[src/rtl/imem_boot_ctrl.sv]
// Instruction-store boot sequencer: streams an image into the SRAM init port (1-cycle accept->write), flushes the PC, then gates run/halt.
// load_ready is high only in LOAD and drops for the final write cycle; IMEM_STEP_EN enables single-step from HALT.
module imem_boot_ctrl #(
  parameter int ADDR_W    = 5,
  parameter int DATA_W    = 32,
  parameter int DEPTH     = 32,
  parameter int FLUSH_CYC = 2
) (
  input  logic              clk,
  input  logic              reset,
  input  logic              load_start,
  input  logic              load_valid,
  input  logic [DATA_W-1:0] load_data,
  input  logic              load_last,
  output logic              load_ready,
  input  logic              run_req,
  input  logic              halt_req,
  input  logic              step_req,
  output logic              init_we,
  output logic [ADDR_W-1:0] init_addr,
  output logic [DATA_W-1:0] init_data,
  output logic              chip_enable,
  output logic              core_reset,
  output logic [2:0]        state_o,
  output logic [ADDR_W:0]   load_count,
  output logic              err_overflow
);

  typedef enum logic [2:0] {
    IDLE  = 3'd0,
    LOAD  = 3'd1,
    FLUSH = 3'd2,
    HALT  = 3'd3,
    RUN   = 3'd4,
    STEP  = 3'd5
  } state_t;

  localparam int FW = (FLUSH_CYC > 1) ? $clog2(FLUSH_CYC) : 1;
  localparam logic [ADDR_W:0] CNT_DEPTH = (ADDR_W+1)'(DEPTH);

  state_t            state;
  logic [ADDR_W-1:0] wr_ptr;
  logic              last_pend;
  logic [FW-1:0]     flush_cnt;
  logic              accept;

  assign load_ready = (state == LOAD) && !last_pend;
  assign accept     = load_valid && load_ready;
  assign state_o    = state;

`ifndef IMEM_STEP_EN
  logic unused_step;
  assign unused_step = step_req;
`endif

  always_ff @(posedge clk) begin
    if (!reset) begin
      state        <= IDLE;
      wr_ptr       <= '0;
      last_pend    <= 1'b0;
      flush_cnt    <= '0;
      init_we      <= 1'b0;
      init_addr    <= '0;
      init_data    <= '0;
      chip_enable  <= 1'b0;
      core_reset   <= 1'b1;
      load_count   <= '0;
      err_overflow <= 1'b0;
    end else begin
      init_we <= 1'b0;
      case (state)
        IDLE: begin
          core_reset  <= 1'b1;
          chip_enable <= 1'b0;
          if (load_start) begin
            state        <= LOAD;
            wr_ptr       <= '0;
            load_count   <= '0;
            err_overflow <= 1'b0;
            last_pend    <= 1'b0;
          end
        end
        LOAD: begin
          chip_enable <= 1'b0;
          if (last_pend) begin
            // final write has now issued; hold the PC in reset for the flush
            state     <= FLUSH;
            flush_cnt <= FW'(FLUSH_CYC - 1);
            last_pend <= 1'b0;
          end else if (accept) begin
            if (load_count < CNT_DEPTH) begin
              init_we     <= 1'b1;
              init_addr   <= wr_ptr;
              init_data   <= load_data;
              chip_enable <= 1'b1;
              wr_ptr      <= wr_ptr + 1'b1;
              load_count  <= load_count + 1'b1;
            end else begin
              err_overflow <= 1'b1;
            end
            if (load_last) last_pend <= 1'b1;
          end
        end
        FLUSH: begin
          if (flush_cnt == '0) begin
            state      <= HALT;
            core_reset <= 1'b0;
          end else begin
            flush_cnt <= flush_cnt - 1'b1;
          end
        end
        HALT: begin
          if (load_start) begin
            state        <= LOAD;
            core_reset   <= 1'b1;
            wr_ptr       <= '0;
            load_count   <= '0;
            err_overflow <= 1'b0;
            last_pend    <= 1'b0;
          end else if (run_req) begin
            state       <= RUN;
            chip_enable <= 1'b1;
          end
`ifdef IMEM_STEP_EN
          else if (step_req) begin
            state       <= STEP;
            chip_enable <= 1'b1;
          end
`endif
        end
        RUN: begin
          if (halt_req) begin
            state       <= HALT;
            chip_enable <= 1'b0;
          end
        end
`ifdef IMEM_STEP_EN
        STEP: begin
          state       <= HALT;
          chip_enable <= 1'b0;
        end
`endif
        default: begin
          state       <= IDLE;
          core_reset  <= 1'b1;
          chip_enable <= 1'b0;
        end
      endcase
    end
  end

endmodule

[config.mk]
export PLATFORM = sky130hd
export DESIGN_NAME = imem_boot_ctrl
export DESIGN_NICKNAME = d
export VERILOG_FILES = /design/src/rtl/imem_boot_ctrl.sv
export SDC_FILE = /design/constraint.sdc
export NUM_CORES = 1
export LEC_CHECK = 0
export CAP_MARGIN = 20
export CORE_MARGIN = 3
export CORE_UTILIZATION = 47
export DETAILED_ROUTE_END_ITERATION = 6
export GPL_ROUTABILITY_DRIVEN = 0
export HOLD_SLACK_MARGIN = 0.08
export PLACE_DENSITY = 0.87
export SKIP_CTS_REPAIR_TIMING = 1
export SLEW_MARGIN = 20
export SYNTH_ARGS = -nofsm -noshare
export SYNTH_HDL_FRONTEND = slang
export SYNTH_SLANG_ARGS = --single-unit
[constraint.sdc]
create_clock -name clk -period 4.5 [get_ports clk]
set_input_delay 0.9 -clock clk [delete_from_list [all_inputs] [get_ports clk]]
set_output_delay 0.9 -clock clk [all_outputs]
set_load 0.02 [all_outputs]
==> flow_metrics.tcl <==
set metrics [dict create \
    switchingPower_w 0.000322 \
    seqPwrFrac 0.412 \
    synth_top_family_by_area "simple AND/OR/NAND/NOR gates" \
    ant_nets 0 \
    cts-buffers-inserted 9 \
    tns_ps 0 \
    grt_use_met2 0.380 \
    crit_type "flip-flop to primary output" \
    clock_power_share 0.439 \
    fp.coreArea_mm2 0.00482 \
    muxShareOfSynthArea 0.00892 \
    switching_share 0.243 \
    antenna_found_initial 0 \
    cts.sinks 57 \
    final_core_util 0.730 \
    synthTopCellsByCount "84 x nand2_1, 57 x dfxtp_1, 49 x a21oi_1, 14 x nand3_1" \
    yosysWarnings 0 \
    seq_area_frac_synth 0.479 \
    hold_path_class "flip-flop to flip-flop" \
    drc 0 \
    layout-drive-gt1-share 0.0543 \
    r2r-start "state_o[0]" \
    synth_cells 303 \
    yosysTopAreaCellShare 0.479 \
    end_kind "primary output" \
    synthTopCellsByArea "dfxtp_1 48%, nand2_1 13%, a21oi_1 10%" \
    use_met3 0.0434 \
    yosysTopAreaCell "dfxtp_1" \
    cts.clk_slew.worst_paths_ps 70 \
    synth-seq-cells 57 \
    design.die.area_mm2 0.00596 \
    fillCellCount 401 \
    p_leak_nw 1.25 \
    crit_path_end "load_ready" \
    tightest_slew_ps 995 \
    p_int_w 0.00100 \
    worst_ep_arrival_time_ps 2060 \
    seq_area_mm2 0.00114 \
    pre_cts_ws_ps 1350 \
    synth-edff-count 0 \
    finalCriticalPeriod_ps 2960 \
    synth_nets 345 \
    wl_per_cell_um 13.8 \
    drt_iter0_drc 123 \
    h-tree-depth 3 \
    root_buffer "clkbuf_8" \
    yosysMostFrequentCell "nand2_1" \
    crit_required_ps 3600 \
    rows 25 \
    die_y_um 77.2 \
    status "finished clean" \
    total_power_w 0.00133 \
    powerDensity_mw_per_mm2 377 \
    multi_input_area_mm2 0.00112 \
    start_kind "flip-flop" \
    grt_pass1_wl_um 10500 \
    r2r_cells 4 \
    die_w_um 77.2 \
    async_flop_share 0 \
    syn-cell-area_mm2 0.00238 \
    insertion_delay_ps 330 \
    hold_viol 0 \
    drt_pre_antenna_iters 4 \
    area_growth_pct 47.6 \
    synth_flop_cell "dfxtp_1" \
    met1_usage 0.256 \
    r2r_slack_ps 1990 \
    grt-busiest-layer "met2" \
    whs_ps 453 \
    numPortBuffers 89 \
    grt_max_degree 46 \
    p_comb_frac 0.149 \
    io-pin-count 91 \
    synthSimpleGateAreaFrac 0.251 \
    cts_tree "built" \
    hpwl_um 4030 \
    slew_violations 0 \
    max_slew_margin 0.335 \
    path_max_fanout 20 \
    vias_per_cell 5.24 \
    avgSynthCellArea_um2 7.87 \
    fin_crit_sh 0.658 \
    final_nets 424 \
    yosys.area_share.xor_xnor 0.00367 \
    overflow 0 \
    synth_compound_area_frac 0.196 \
    worst_slack_ps 1540 \
    yosysUniqueCellTypes 41 \
    rsz0062_at_grt "no" \
    grt_pass1_vias 2319 \
    max-vdd-ir-drop_mv 0.229 \
    wl_um 6280 \
    initial_core_util 0.495 \
    ctsLongestPathBuffers 2 \
    drv_cap 0 \
    antennaDiodeCount 0 \
    startpoint "state_o[0]" \
    grtUsageTotal 0.217 \
    finClkSkew_ps 10.6 \
    vias 2381 \
    finalSetupViolations 0 \
    r2r-end "load_count[2]" \
    max_clock_freq_mhz 338 \
    synth_fa_ha_area_frac 0.0105 \
]
## layer usage
metal / wire length [um] / vias up
li1: - / 1188
met1: 2610 / 1101
met2: 3250 / 85
met3: 339 / 7
met4: 74 / 0
met5: 0 / -
## cell usage in the layout (no fill, tap or decap), drive strengths merged, types with 5 or more instances in the layout
cell | Yosys | routed
clkbuf | 11 | 11
clkdlybuf4s50 | 0 | 89
or3 | 5 | 5
inv | 5 | 5
dfxtp | 57 | 57
nand2 | 84 | 84
nand2b | 5 | 5
a21oi | 49 | 49
nor2 | 11 | 11
nand3 | 14 | 14
## stage by stage
stage | cell area (um2) | std cells
floorplan | 2380 | 303
global placement | 3270 | 438
detailed placement | 3270 | 438
CTS | 3520 | 454
global route | 3520 | 454
finish | 3520 | 454
## cell families (layout without fill, tap and decap cells)
family                     Yosys count  in the layout
muxes                                2              2
buffers and inverters               28            112
xor gates and xnor gates             1              1
and+or+nand+nor                    135            135
adders and majority gates            2              2
DFF                                 57             57
AOI/OAI and AO/OA                   78             78
## state kept, by name, summed over array words and instances (netlist names)
name	flops
err_overflow	1
init_addr	5
chip_enable	1
init_we	1
wr_ptr	5
last_pend	1
init_data	32
core_reset	1
load_count	6
state_o	3
flush_cnt	1
## power groups by stage
stage          Combinational (W)  Clock, W  Sequential [W]
5_1_grt                 0.000215  0.000614        0.000549
6_report                0.000198  0.000583        0.000546
2_1_floorplan          0.0000921         0        0.000572
4_1_cts                 0.000198  0.000590        0.000545
3_3_place_gp            0.000194         0        0.000555
3_5_place_dp            0.000196         0        0.000556
## critical path: stages, from the launching register on
cell and delay (ps):
dfxtp_1 740, nand2_1 220, nor2_1 150, clkdlybuf4s50_1 620
## cell type report
cell class                 instances  area share
sequential                        57       0.324
multi-input combinational        218       0.320
timing repair buffer              91       0.257
clock buffer                      11      0.0402
clock inverter                     5      0.0292
tap                               67      0.0238
inverter                           5     0.00533
## worst min-delay path by stage
stage                        from       endpoint  slack, ps  cells past startpoint
detailed placement  init_data[11]  init_data[11]        450                      2
floorplan               wr_ptr[4]   init_addr[4]        450                      2
global route         init_data[4]   init_data[4]        470                      2
finish               init_data[5]   init_data[5]        450                      2
CTS                  init_data[4]   init_data[4]        460                      2
global placement    init_data[11]  init_data[11]        440                      2
(Power assumes the default switching activity.)
